<file path="src/rtl/steed_lane_fifo_pkg.sv">
// Shared types and default sizing for the steed lane FIFO slice.
package steed_lane_fifo_pkg;

    typedef enum logic {
        DIR_H2N = 1'b0,
        DIR_N2H = 1'b1
    } dir_e;

    localparam int unsigned DEF_HOST_W    = 16;
    localparam int unsigned DEF_LANE_W    = 8;
    localparam int unsigned DEF_NUM_LANES = 2;
    localparam int unsigned DEF_DEPTH     = 32;

    function automatic int unsigned max_u(input int unsigned a, input int unsigned b);
        return (a > b) ? a : b;
    endfunction

endpackage

</file>
<file path="src/rtl/steed_lane_fifo_if.sv">
// Host/NAND handshake, data and status bundle of the steed lane FIFO.
interface steed_lane_fifo_if
    import steed_lane_fifo_pkg::*;
#(
    parameter int unsigned HOST_W    = DEF_HOST_W,
    parameter int unsigned LANE_W    = DEF_LANE_W,
    parameter int unsigned NUM_LANES = DEF_NUM_LANES,
    parameter int unsigned DEPTH     = DEF_DEPTH
);
    localparam int unsigned NAND_W = NUM_LANES * LANE_W;
    localparam int unsigned CNT_W  = $clog2(DEPTH + 1);

    logic              dir;
    logic              flush;
    logic              h_wr_en;
    logic [HOST_W-1:0] h_wr_data;
    logic              h_rd_en;
    logic [HOST_W-1:0] h_rd_data;
    logic              h_rd_valid;
    logic              h_ready;
    logic              n_wr_en;
    logic [NAND_W-1:0] n_wr_data;
    logic              n_rd_en;
    logic [NAND_W-1:0] n_rd_data;
    logic              n_rd_valid;
    logic              n_ready;
    logic [CNT_W-1:0]  count;
    logic              almost_full;
    logic              almost_empty;
    logic              err_clr;
    logic              err_ovf;
    logic              err_udf;
    logic              err_dir;

    modport master (
        output dir, flush, h_wr_en, h_wr_data, h_rd_en, n_wr_en, n_wr_data, n_rd_en, err_clr,
        input  h_rd_data, h_rd_valid, h_ready, n_rd_data, n_rd_valid, n_ready,
               count, almost_full, almost_empty, err_ovf, err_udf, err_dir
    );

    modport slave (
        input  dir, flush, h_wr_en, h_wr_data, h_rd_en, n_wr_en, n_wr_data, n_rd_en, err_clr,
        output h_rd_data, h_rd_valid, h_ready, n_rd_data, n_rd_valid, n_ready,
               count, almost_full, almost_empty, err_ovf, err_udf, err_dir
    );

endinterface

</file>
<file path="src/rtl/steed_byte_ram.sv">
// Byte-wide register array with PORTS contiguous write/read lanes starting at a wrapping base.
module steed_byte_ram
    import steed_lane_fifo_pkg::*;
#(
    parameter int unsigned LANE_W = DEF_LANE_W,
    parameter int unsigned DEPTH  = DEF_DEPTH,
    parameter int unsigned PORTS  = 2
) (
    input  logic                        clk,
    input  logic                        we,
    input  logic [$clog2(DEPTH)-1:0]    wr_base,
    input  logic [$clog2(PORTS+1)-1:0]  wr_num,
    input  logic [PORTS*LANE_W-1:0]     wr_data,
    input  logic [$clog2(DEPTH)-1:0]    rd_base,
    output logic [PORTS*LANE_W-1:0]     rd_data_c
);
    localparam int unsigned PW = $clog2(DEPTH);
    localparam int unsigned NW = $clog2(PORTS + 1);

    logic [LANE_W-1:0] mem [DEPTH];

    // Lowest lane lands at the base; DEPTH is a power of two so the index wraps for free.
    always_ff @(posedge clk) begin
        if (we) begin
            for (int unsigned i = 0; i < PORTS; i++) begin
                if (NW'(i) < wr_num) begin
                    mem[PW'(wr_base + PW'(i))] <= wr_data[i*LANE_W +: LANE_W];
                end
            end
        end
    end

    always_comb begin
        rd_data_c = '0;
        for (int unsigned i = 0; i < PORTS; i++) begin
            rd_data_c[i*LANE_W +: LANE_W] = mem[PW'(rd_base + PW'(i))];
        end
    end

endmodule

</file>
<file path="src/rtl/steed_lane_fifo.sv">
// Direction-switchable width-converting byte FIFO between the 16-bit host path and the NAND lanes.
module steed_lane_fifo
    import steed_lane_fifo_pkg::*;
#(
    parameter int unsigned HOST_W    = DEF_HOST_W,
    parameter int unsigned LANE_W    = DEF_LANE_W,
    parameter int unsigned NUM_LANES = DEF_NUM_LANES,
    parameter int unsigned DEPTH     = DEF_DEPTH,
    parameter int unsigned AF_THRESH = DEPTH - 4,
    parameter int unsigned AE_THRESH = 4
) (
    input  logic              clk,
    input  logic              rst,
    steed_lane_fifo_if.slave  bus
);
    localparam int unsigned HB     = HOST_W / LANE_W;
    localparam int unsigned NB     = NUM_LANES;
    localparam int unsigned MB     = max_u(HB, NB);
    localparam int unsigned MW     = MB * LANE_W;
    localparam int unsigned NAND_W = NB * LANE_W;
    localparam int unsigned PW     = $clog2(DEPTH);
    localparam int unsigned CW     = $clog2(DEPTH + 1);
    localparam int unsigned BW     = $clog2(MB + 1);

    logic [PW-1:0]     wr_ptr_q, wr_ptr_d, rd_ptr_q, rd_ptr_d;
    logic [CW-1:0]     count_q, count_d;
    dir_e              dir_q, dir_d;
    logic [HOST_W-1:0] h_rd_data_q, h_rd_data_d;
    logic [NAND_W-1:0] n_rd_data_q, n_rd_data_d;
    logic              h_rd_valid_q, h_rd_valid_d, n_rd_valid_q, n_rd_valid_d;
    logic              err_ovf_q, err_ovf_d, err_udf_q, err_udf_d, err_dir_q, err_dir_d;

    dir_e              dir_in_c;
    logic              h2n_c;
    logic [CW-1:0]     space_c;
    logic              push_req_c, pop_req_c, push_ok_c, pop_ok_c;
    logic [BW-1:0]     push_num_c, pop_num_c;
    logic [MW-1:0]     wr_data_c, ram_rd_c;
    logic              ram_we_c, ovf_set_c, udf_set_c, dir_set_c;

    // Only the side selected by the latched direction can push or pop.
    assign dir_in_c   = dir_e'(bus.dir);
    assign h2n_c      = (dir_q == DIR_H2N);
    assign space_c    = CW'(DEPTH) - count_q;
    assign push_req_c = h2n_c ? bus.h_wr_en : bus.n_wr_en;
    assign pop_req_c  = h2n_c ? bus.n_rd_en : bus.h_rd_en;
    assign push_num_c = h2n_c ? BW'(HB) : BW'(NB);
    assign pop_num_c  = h2n_c ? BW'(NB) : BW'(HB);
    assign push_ok_c  = push_req_c && (space_c >= CW'(push_num_c));
    assign pop_ok_c   = pop_req_c && (count_q >= CW'(pop_num_c));
    assign wr_data_c  = h2n_c ? MW'(bus.h_wr_data) : MW'(bus.n_wr_data);

    steed_byte_ram #(
        .LANE_W (LANE_W),
        .DEPTH  (DEPTH),
        .PORTS  (MB)
    ) u_ram (
        .clk       (clk),
        .we        (ram_we_c),
        .wr_base   (wr_ptr_q),
        .wr_num    (push_num_c),
        .wr_data   (wr_data_c),
        .rd_base   (rd_ptr_q),
        .rd_data_c (ram_rd_c)
    );

    // Next state: flush beats a direction change, which beats push/pop.
    always_comb begin
        wr_ptr_d     = wr_ptr_q;
        rd_ptr_d     = rd_ptr_q;
        count_d      = count_q;
        dir_d        = dir_q;
        h_rd_data_d  = h_rd_data_q;
        n_rd_data_d  = n_rd_data_q;
        h_rd_valid_d = 1'b0;
        n_rd_valid_d = 1'b0;
        ram_we_c     = 1'b0;
        ovf_set_c    = 1'b0;
        udf_set_c    = 1'b0;
        dir_set_c    = 1'b0;

        if (bus.flush) begin
            wr_ptr_d = '0;
            rd_ptr_d = '0;
            count_d  = '0;
        end else if (dir_in_c != dir_q) begin
            dir_d = dir_in_c;
            if (count_q != '0) begin
                wr_ptr_d  = '0;
                rd_ptr_d  = '0;
                count_d   = '0;
                dir_set_c = 1'b1;
            end
        end else begin
            if (push_req_c) begin
                if (push_ok_c) begin
                    ram_we_c = 1'b1;
                    wr_ptr_d = wr_ptr_q + PW'(push_num_c);
                end else begin
                    ovf_set_c = 1'b1;
                end
            end
            if (pop_req_c) begin
                if (pop_ok_c) begin
                    rd_ptr_d = rd_ptr_q + PW'(pop_num_c);
                    if (h2n_c) begin
                        n_rd_data_d  = ram_rd_c[NAND_W-1:0];
                        n_rd_valid_d = 1'b1;
                    end else begin
                        h_rd_data_d  = ram_rd_c[HOST_W-1:0];
                        h_rd_valid_d = 1'b1;
                    end
                end else begin
                    udf_set_c = 1'b1;
                end
            end
            count_d = count_q + (push_ok_c ? CW'(push_num_c) : CW'(0))
                              - (pop_ok_c  ? CW'(pop_num_c)  : CW'(0));
        end

        // A set event in the clearing cycle keeps the flag high.
        err_ovf_d = (err_ovf_q && !bus.err_clr) || ovf_set_c;
        err_udf_d = (err_udf_q && !bus.err_clr) || udf_set_c;
        err_dir_d = (err_dir_q && !bus.err_clr) || dir_set_c;
    end

    always_ff @(posedge clk or posedge rst) begin
        if (rst) begin
            wr_ptr_q     <= '0;
            rd_ptr_q     <= '0;
            count_q      <= '0;
            dir_q        <= DIR_H2N;
            h_rd_data_q  <= '0;
            n_rd_data_q  <= '0;
            h_rd_valid_q <= 1'b0;
            n_rd_valid_q <= 1'b0;
            err_ovf_q    <= 1'b0;
            err_udf_q    <= 1'b0;
            err_dir_q    <= 1'b0;
        end else begin
            wr_ptr_q     <= wr_ptr_d;
            rd_ptr_q     <= rd_ptr_d;
            count_q      <= count_d;
            dir_q        <= dir_d;
            h_rd_data_q  <= h_rd_data_d;
            n_rd_data_q  <= n_rd_data_d;
            h_rd_valid_q <= h_rd_valid_d;
            n_rd_valid_q <= n_rd_valid_d;
            err_ovf_q    <= err_ovf_d;
            err_udf_q    <= err_udf_d;
            err_dir_q    <= err_dir_d;
        end
    end

    // Status flags decode straight from the registered count and latched direction.
    assign bus.h_rd_data    = h_rd_data_q;
    assign bus.h_rd_valid   = h_rd_valid_q;
    assign bus.n_rd_data    = n_rd_data_q;
    assign bus.n_rd_valid   = n_rd_valid_q;
    assign bus.count        = count_q;
    assign bus.h_ready      = h2n_c ? (space_c >= CW'(HB)) : (count_q >= CW'(HB));
    assign bus.n_ready      = h2n_c ? (count_q >= CW'(NB)) : (space_c >= CW'(NB));
    assign bus.almost_full  = (count_q >= CW'(AF_THRESH));
    assign bus.almost_empty = (count_q <= CW'(AE_THRESH));
    assign bus.err_ovf      = err_ovf_q;
    assign bus.err_udf      = err_udf_q;
    assign bus.err_dir      = err_dir_q;

endmodule

</file>
<file path="src/flat_wrapper.sv">
// flat-port wrapper written by rule: the top's interface ports become plain ports
module steed_lane_fifo_flat import steed_lane_fifo_pkg::*;
#(
    parameter int unsigned HOST_W    = DEF_HOST_W,
    parameter int unsigned LANE_W    = DEF_LANE_W,
    parameter int unsigned NUM_LANES = DEF_NUM_LANES,
    parameter int unsigned DEPTH     = DEF_DEPTH,
    parameter int unsigned AF_THRESH = DEPTH - 4,
    parameter int unsigned AE_THRESH = 4
)
  (clk, rst, bus_dir, bus_flush, bus_h_wr_en, bus_h_wr_data, bus_h_rd_en, bus_n_wr_en, bus_n_wr_data, bus_n_rd_en, bus_err_clr, bus_h_rd_data, bus_h_rd_valid, bus_h_ready, bus_n_rd_data, bus_n_rd_valid, bus_n_ready, bus_count, bus_almost_full, bus_almost_empty, bus_err_ovf, bus_err_udf, bus_err_dir);
  steed_lane_fifo_if #(.HOST_W(HOST_W), .LANE_W(LANE_W), .NUM_LANES(NUM_LANES), .DEPTH(DEPTH)) bus_i ();
  input  logic clk;
  input  logic rst;
  input wire logic [$bits(bus_i.dir)-1:0] bus_dir;
  input wire logic [$bits(bus_i.flush)-1:0] bus_flush;
  input wire logic [$bits(bus_i.h_wr_en)-1:0] bus_h_wr_en;
  input wire logic [$bits(bus_i.h_wr_data)-1:0] bus_h_wr_data;
  input wire logic [$bits(bus_i.h_rd_en)-1:0] bus_h_rd_en;
  input wire logic [$bits(bus_i.n_wr_en)-1:0] bus_n_wr_en;
  input wire logic [$bits(bus_i.n_wr_data)-1:0] bus_n_wr_data;
  input wire logic [$bits(bus_i.n_rd_en)-1:0] bus_n_rd_en;
  input wire logic [$bits(bus_i.err_clr)-1:0] bus_err_clr;
  output wire logic [$bits(bus_i.h_rd_data)-1:0] bus_h_rd_data;
  output wire logic [$bits(bus_i.h_rd_valid)-1:0] bus_h_rd_valid;
  output wire logic [$bits(bus_i.h_ready)-1:0] bus_h_ready;
  output wire logic [$bits(bus_i.n_rd_data)-1:0] bus_n_rd_data;
  output wire logic [$bits(bus_i.n_rd_valid)-1:0] bus_n_rd_valid;
  output wire logic [$bits(bus_i.n_ready)-1:0] bus_n_ready;
  output wire logic [$bits(bus_i.count)-1:0] bus_count;
  output wire logic [$bits(bus_i.almost_full)-1:0] bus_almost_full;
  output wire logic [$bits(bus_i.almost_empty)-1:0] bus_almost_empty;
  output wire logic [$bits(bus_i.err_ovf)-1:0] bus_err_ovf;
  output wire logic [$bits(bus_i.err_udf)-1:0] bus_err_udf;
  output wire logic [$bits(bus_i.err_dir)-1:0] bus_err_dir;
  assign bus_i.dir = bus_dir;
  assign bus_i.flush = bus_flush;
  assign bus_i.h_wr_en = bus_h_wr_en;
  assign bus_i.h_wr_data = bus_h_wr_data;
  assign bus_i.h_rd_en = bus_h_rd_en;
  assign bus_i.n_wr_en = bus_n_wr_en;
  assign bus_i.n_wr_data = bus_n_wr_data;
  assign bus_i.n_rd_en = bus_n_rd_en;
  assign bus_i.err_clr = bus_err_clr;
  assign bus_h_rd_data = bus_i.h_rd_data;
  assign bus_h_rd_valid = bus_i.h_rd_valid;
  assign bus_h_ready = bus_i.h_ready;
  assign bus_n_rd_data = bus_i.n_rd_data;
  assign bus_n_rd_valid = bus_i.n_rd_valid;
  assign bus_n_ready = bus_i.n_ready;
  assign bus_count = bus_i.count;
  assign bus_almost_full = bus_i.almost_full;
  assign bus_almost_empty = bus_i.almost_empty;
  assign bus_err_ovf = bus_i.err_ovf;
  assign bus_err_udf = bus_i.err_udf;
  assign bus_err_dir = bus_i.err_dir;
  steed_lane_fifo #(.HOST_W(HOST_W), .LANE_W(LANE_W), .NUM_LANES(NUM_LANES), .DEPTH(DEPTH), .AF_THRESH(AF_THRESH), .AE_THRESH(AE_THRESH)) u_core (.clk(clk), .rst(rst), .bus(bus_i));
endmodule
</file>
<file path="config.mk">
export PLATFORM = sky130hd
export DESIGN_NAME = steed_lane_fifo_flat
export DESIGN_NICKNAME = d
export VERILOG_FILES = /design/src/rtl/steed_lane_fifo_pkg.sv /design/src/rtl/steed_lane_fifo_if.sv /design/src/rtl/steed_byte_ram.sv /design/src/rtl/steed_lane_fifo.sv /design/src/flat_wrapper.sv
export SDC_FILE = /design/constraint.sdc
export NUM_CORES = 1
export LEC_CHECK = 0
export ABC_CLOCK_PERIOD_IN_PS = 5200
export CORE_AREA = 2 2 176 178
export DETAILED_ROUTE_END_ITERATION = 6
export DIE_AREA = 0 0 178 180
export PLACE_DENSITY = 0.67
export SYNTH_ARGS = -nofsm -noshare
export SYNTH_HDL_FRONTEND = slang
export SYNTH_SLANG_ARGS = --single-unit
</file>
<file path="constraint.sdc">
create_clock -name clk -period 5.2 [get_ports clk]
set_input_delay 1.56 -clock clk [delete_from_list [all_inputs] [get_ports clk]]
set_output_delay 1.56 -clock clk [all_outputs]
set_load 0.05 [all_outputs]
</file>
==> reports/metrics.json, run 1 <==
{
  "slowest_stage": "clkdlybuf4s50_1",
  "die_h_um": 180,
  "post-place-cells": 1582,
  "globalplace.congestion": 0.884,
  "timing.reg2reg.worst_path_depth": 12,
  "fmax_ghz": 0.201,
  "diodes": 0,
  "number_of_warning_messages_in_the_yosys_log": 0,
  "yosysUniqueCellTypes": 61,
  "synth_top_cells_by_area": "edfxtp_1, mux2i_1, dfrtp_1, mux2_2, inv_1",
  "rows": 64,
  "critical_path_class": "reg2out",
  "grt_max_degree": 91,
  "setup_repair_after_global_routing_missed_its_margin": "no",
  "static-leakage-power_nw": 6.20,
  "number_of_post_cts_setup_repair_buffers": 0,
  "ys_ff_latch": 307,
  "reg2reg_to": "u_core.bus.count[5]",
  "flow.area_growth_from_synthesis_pct": 16.8,
  "synth.yosys.seq_area_share": 0.606,
  "antenna_found_initial": 0,
  "pin_count": 88,
  "fin_worst_hold_slack_ns": 0.480,
  "synthFlopType": "edfxtp_1",
  "setup_viol": 0,
  "grt_usage": 0.211,
  "final_layout_size_suffix_gt1_frac": 0.159,
  "io_buffers": 86,
  "worst_setup_path_start_kind": "flop",
  "post_cts_hold_buffer_count": 0,
  "totalWireLength_um": 33800,
  "path_clk_slew_ns": 0.06,
  "dr.pass1.iters": 5,
  "worst_clock_skew_ns": 0.0151,
  "crit_chain": "inv_1, ha_1, a21o_1, a211oi_4, and2_4, mux2i_1, clkdlybuf4s50_1",
  "post_cts.resized_instances": 0,
  "critical_path.n_buffers_inverters": 2,
  "ctsHtreeMaxLevel": 2,
  "routed_via_density": 5.55,
  "max_cap_viol_count": 0,
  "clock_insertion_delay_worst_skew_ns": 0.52,
  "global_route.overflow_total": 0,
  "worst-endpoint-required_ns": 3.64,
  "finalCritPeriodShare": 0.957,
  "tritoncts": "yes",
  "worst_hold_path_type": "reg2reg",
  "fin_cells": 1644,
  "timing.hold.worst_endpoint": "u_core.bus.h_rd_data[3]",
  "power.density_cell_area_nw_per_um2": 481,
  "dpl.hpwl_um": 22700,
  "fin_setup_tns_ns": 0,
  "avgRoutedWirePerCell_um": 20.5,
  "netlist.area_leader.share": 0.519,
  "drc_errors": 0,
  "cp_slowest_stage_delay_ns": 0.72,
  "synth_nets": 1204,
  "async_flop_share": 0.166,
  "root_buffer": "clkbuf_16",
  "worst_supply_voltage_drop_on_vdd_v": 0.000359,
  "timing.critical_path.to_type": "output pin",
  "status": "complete, no violations",
  "critical-path-top-delay-family": "buffers and inverters",
  "antenna_violating_nets_post_route": 0,
  "grt_first_pass_wirelength_um": 51500,
  "tightestPinTransition_ns": 1.05,
  "finalCriticalPeriod_ns": 4.98,
  "max_slew_margin_vs_limit": 0.299,
  "initial_utilization": 0.490,
  "syn_area_um2": 14800,
  "synth_largest_area_cell": "edfxtp_1",
  "final_hold_viol_count": 0,
  "detailroute.via_count": 9131,
  "final_net_count": 1281,
  "min_from": "u_core.bus.h_rd_data[3]",
  "worst_hold_path.num_cells": 2,
  "die_w_um": 178,
  "drt_iter0_drcs": 629,
  "cts_made_buffers": 34,
  "path_max_fanout": 31,
  "core_area_um2": 30200,
  "grt_pass1_vias": 8940,
  "die_area_um2": 32000,
  "finalMaxSlewViolations": 0,
  "clock_tree.buffer_depth": 3,
  "ff2ff_setup_slack_ns": 1.67,
  "synthesis.instances": 1145,
  "synthesis.area_per_instance_um2": 12.9,
  "arrival_ns": 3.42,
  "post_synth_edffs": 256,
  "numClockSinks": 307,
  "crit-reg2reg-launch": "u_core.bus.count[3]"
}
synth_stat cells, types with 2 or more instances:
cell / count
fa_1: 2
nand2b_1: 9
buf_6: 8
nor4_1: 21
or2_2: 3
a21oi_1: 30
a221oi_1: 28
xor2_1: 2
mux2i_1: 185
a211oi_1: 4
buf_1: 9
nand3_1: 5
nand4_1: 2
buf_2: 13
inv_1: 143
ha_1: 16
o22ai_1: 35
a2111oi_0: 2
a31oi_1: 2
a32o_1: 3
nor2b_1: 8
nor2_1: 48
nand2_1: 55
nor4_2: 3
edfxtp_1: 256
a2111oi_4: 3
o21ai_0: 23
o21ai_1: 10
dfrtp_1: 51
buf_4: 20
or3_1: 3
mux2_2: 63
xnor2_1: 6
clkbuf_1: 47
cell families after synthesis:
kind of cell / count (synthesis) / share of synthesized area
AOI/OAI and AO/OA: 150 / 0.0709
and+or+nand+nor: 172 / 0.0577
other: 1 / 0.000253
DFF: 307 / 0.606
xor gates and xnor gates: 8 / 0.00474
muxes: 248 / 0.173
adders and majority gates: 18 / 0.0162
buffers and inverters: 241 / 0.0714
final cells by class:
cell class / count / area [um^2]
multi-input cells: 597 / 4980
inverters: 143 / 537
clock inverters: 18 / 126
flip-flops and latches: 307 / 8970
well taps: 396 / 495
fillers: 2398 / 12900
repair buffers: 139 / 1270
clock buffers: 44 / 910
worst reg2reg max path, delay by kind of cell (launching register included):
kind	cells	cell delay, ns
XOR/XNOR	1	0.13
flip-flops	1	0.47
AND/OR/NAND/NOR	2	0.43
buffers and inverters	1	0.15
AO/OA/AOI/OAI	5	0.99
adder cells (fa/ha/maj)	3	1.23
per-stage QoR:
| step | util | setup WS (ns) | total power [W] | instance area [um^2] |
|---|---|---|---|---|
| global placement | 0.538 | 0.813 | 0.00605 | 16200 |
| detailed placement | 0.538 | 0.747 | 0.00611 | 16200 |
| CTS | 0.573 | 0.195 | 0.00836 | 17300 |
| floorplan | - | 0.764 | 0.00512 | 14800 |
| global route | 0.573 | 0.0586 | 0.00869 | 17300 |
| finish | 0.573 | 0.223 | 0.00831 | 17300 |
power by group:
| group | total (W) | switching, W | leakage (nW) | internal (W) |
|---|---|---|---|---|
| Clock | 0.00225 | 0.000961 | 0.507 | 0.00129 |
| Sequential | 0.00315 | 0.000132 | 2.96 | 0.00302 |
| Combinational | 0.00291 | 0.00195 | 2.73 | 0.000959 |
| Total | 0.00831 | 0.00304 | 6.20 | 0.00527 |
cells in the final DEF, fill, tap and decap left out, types with 7 or more instances in the layout:
cell type,n
o22ai_1,35
nor2b_1,8
mux2_2,63
mux2i_4,7
nor4_1,8
ha_1,16
clkbuf_1,9
mux2i_1,177
a21oi_1,30
inv_1,142
buf_4,52
dfrtp_1,49
clkinv_1,9
nor4_2,13
clkbuf_16,35
nor2_1,48
clkdlybuf4s50_1,86
edfxtp_1,256
o21ai_1,10
nand2_1,55
nand2b_1,9
a221oi_1,28
o21ai_0,23
worst max path at each step:
stage | start | endpoint | slack (ns) | cells past startpoint
floorplan | u_core.bus.count[2] | bus_n_ready | 0.76 | 8
global placement | u_core.bus.count[3] | bus_n_ready | 0.81 | 7
detailed placement | u_core.bus.count[3] | bus_n_ready | 0.75 | 7
CTS | u_core.bus.count[3] | bus_n_ready | 0.19 | 7
global route | u_core.bus.count[3] | bus_n_ready | 0.06 | 7
finish | u_core.bus.count[3] | bus_n_ready | 0.22 | 7
state kept, by name, indices dropped and copies added (netlist names):
signal / flops
u_core.bus.n_rd_data: 16
u_core.bus.n_rd_valid: 1
u_core.rd_ptr_q: 4
u_core.u_ram.mem: 256
u_core.dir_q: 1
u_core.bus.err_udf: 1
u_core.wr_ptr_q: 4
u_core.bus.h_rd_valid: 1
u_core.bus.count: 5
u_core.bus.h_rd_data: 16
u_core.bus.err_dir: 1
u_core.bus.err_ovf: 1
metal layers:
metal  vias to the layer above  track usage  share of wire
li1                       4287            -              -
met1                      4535        0.288           0.43
met2                       253        0.349           0.49
met3                        56       0.0288          0.047
met4                         0       0.0689          0.026
met5                         -            0              0
(Power assumes the default switching activity.)
==> run 2: changes to the inputs <==
Settings changed: CAP_MARGIN set to 20, CORE_AREA 2 2 176 178 to 2 2 168 186, DIE_AREA 0 0 178 180 to 0 0 170 188, PLACE_DENSITY 0.67 to unset, PLACE_DENSITY_LB_ADDON set to 0.08.
==> reports/metrics.json, run 2 (synthesis gave the netlist of run 1 again) <==
{
  "ctsHtreeMaxLevel": 2,
  "dpl.hpwl_um": 23500,
  "worst_clock_skew_ns": 0.0176,
  "finalCritPeriodShare": 0.946,
  "flow.area_growth_from_synthesis_pct": 16.7,
  "drc_errors": 0,
  "static-leakage-power_nw": 6.20,
  "diodes": 0,
  "worst_setup_path_start_kind": "flop",
  "final_layout_size_suffix_gt1_frac": 0.160,
  "root_buffer": "clkbuf_16",
  "finalMaxSlewViolations": 0,
  "die_w_um": 170,
  "tightestPinTransition_ns": 0.970,
  "finalCriticalPeriod_ns": 4.92,
  "design_power_total_w": 0.00831,
  "post_cts.resized_instances": 0,
  "tritoncts": "yes",
  "antenna_violating_nets_post_route": 0,
  "clock_tree.buffer_depth": 3,
  "number_of_post_cts_setup_repair_buffers": 0,
  "drt_iter0_drcs": 644,
  "fmax_ghz": 0.203,
  "worst_hold_path_type": "reg2reg",
  "status": "complete, no violations",
  "path_clk_slew_ns": 0.06,
  "cp_slowest_stage_delay_ns": 0.72,
  "max_flop_register": "u_core.u_ram.mem",
  "detailroute.via_count": 8992,
  "die_area_um2": 32000,
  "grt_pass1_vias": 8812,
  "globalplace.congestion": 0.826,
  "setup_repair_after_global_routing_missed_its_margin": "no",
  "routed_via_density": 5.53,
  "rows": 67,
  "layout_commonest_cell": "edfxtp_1",
  "largest_register_ffs": 256,
  "grt_max_degree": 65,
  "power.density_cell_area_nw_per_um2": 481,
  "setup_viol": 0,
  "clock_insertion_delay_worst_skew_ns": 0.51,
  "crit_chain": "inv_1, ha_1, a21o_1, a211oi_4, and2_4, mux2i_1, clkdlybuf4s50_1",
  "cts_made_buffers": 34,
  "numClockSinks": 307,
  "final_core_util": 0.572,
  "totalWireLength_um": 34600,
  "global_route.overflow_total": 0,
  "max_slew_margin_vs_limit": 0.340,
  "post_cts_hold_buffer_count": 0,
  "antenna_found_initial": 0,
  "final_net_count": 1284,
  "worst_hold_path.num_cells": 2,
  "timing.reg2reg.worst_path_depth": 12,
  "initial_utilization": 0.490,
  "io_buffers": 86,
  "avgRoutedWirePerCell_um": 21.3,
  "dr.pass1.iters": 5,
  "core_area_um2": 30200,
  "grt_usage": 0.221,
  "pin_count": 88,
  "timing.critical_path.to_type": "output pin",
  "mostFrequentLayoutCells": "edfxtp_1, mux2i_1, inv_1",
  "die_h_um": 188,
  "critical_path_class": "reg2out",
  "fin_setup_tns_ns": 0,
  "path_max_fanout": 16,
  "worst_supply_voltage_drop_on_vdd_v": 0.000351,
  "n_fill_cell": 2476,
  "slowest_stage": "clkdlybuf4s50_1",
  "worst-endpoint-required_ns": 3.64,
  "arrival_ns": 3.36,
  "max_cap_viol_count": 0,
  "final_hold_viol_count": 0,
  "grt_first_pass_wirelength_um": 53100
}
-- run 2: stage by stage --
stage	instance area, um^2	instances	worst slack (ns)	hold slack (ns)
finish	17300	1625	0.281	0.475
detailed placement	16200	1566	0.679	0.470
CTS	17300	1623	0.136	0.483
global placement	16200	1566	0.719	0.464
global route	17300	1625	0.114	0.504
floorplan	14800	1145	0.764	0.539
-- run 2: critical path, delay by kind of cell, from the launching register on --
kind | cells | cell delay, ns
mux | 1 | 0.12
fa+ha+maj | 1 | 0.24
compound gates | 2 | 0.73
flops | 1 | 0.46
simple gates | 1 | 0.44
buf+inv | 2 | 0.86
-- run 2: area by class of cell --
class                      instances  area (um^2)  area share
tap                              379          474      0.0274
inverter                         143          537      0.0311
sequential                       307         8970       0.519
multi-input combinational        598         4990       0.289
clock inverter                    11         72.6     0.00420
timing repair buffer             141         1290      0.0745
clock buffer                      46          947      0.0548
-- run 2: worst paths after layout --
path / start / to / slack (ns)
min in group asynchronous: rst / u_core.bus.h_rd_data[6] / 1.52
setup reg to reg: u_core.bus.count[3] / u_core.bus.count[5] / 1.57
hold reg to reg: u_core.bus.h_rd_data[6] / u_core.bus.h_rd_data[6] / 0.48
setup / recovery: u_core.bus.count[3] / bus_n_ready / 0.28
max in group asynchronous: rst / u_core.dir_q / 2.93
hold / removal: u_core.bus.h_rd_data[6] / u_core.bus.h_rd_data[6] / 0.48
-- run 2: where the power goes --
part           total [W]  switching (W)  leakage (nW)  internal (W)
clock network    0.00224       0.000926         0.495       0.00132
logic            0.00292        0.00195          2.75      0.000961
registers        0.00315       0.000134          2.96       0.00302
total            0.00831        0.00301          6.20       0.00530
-- run 2: routing by layer --
| layer | vias up | global-route usage | wire length, um | share of wire |
|---|---|---|---|---|
| li1 | 4285 | - | - | - |
| met1 | 4443 | 0.297 | 14900 | 0.43 |
| met2 | 217 | 0.370 | 17100 | 0.50 |
| met3 | 47 | 0.0295 | 1610 | 0.047 |
| met4 | 0 | 0.0740 | 1010 | 0.029 |
| met5 | - | 0 | 0 | 0 |
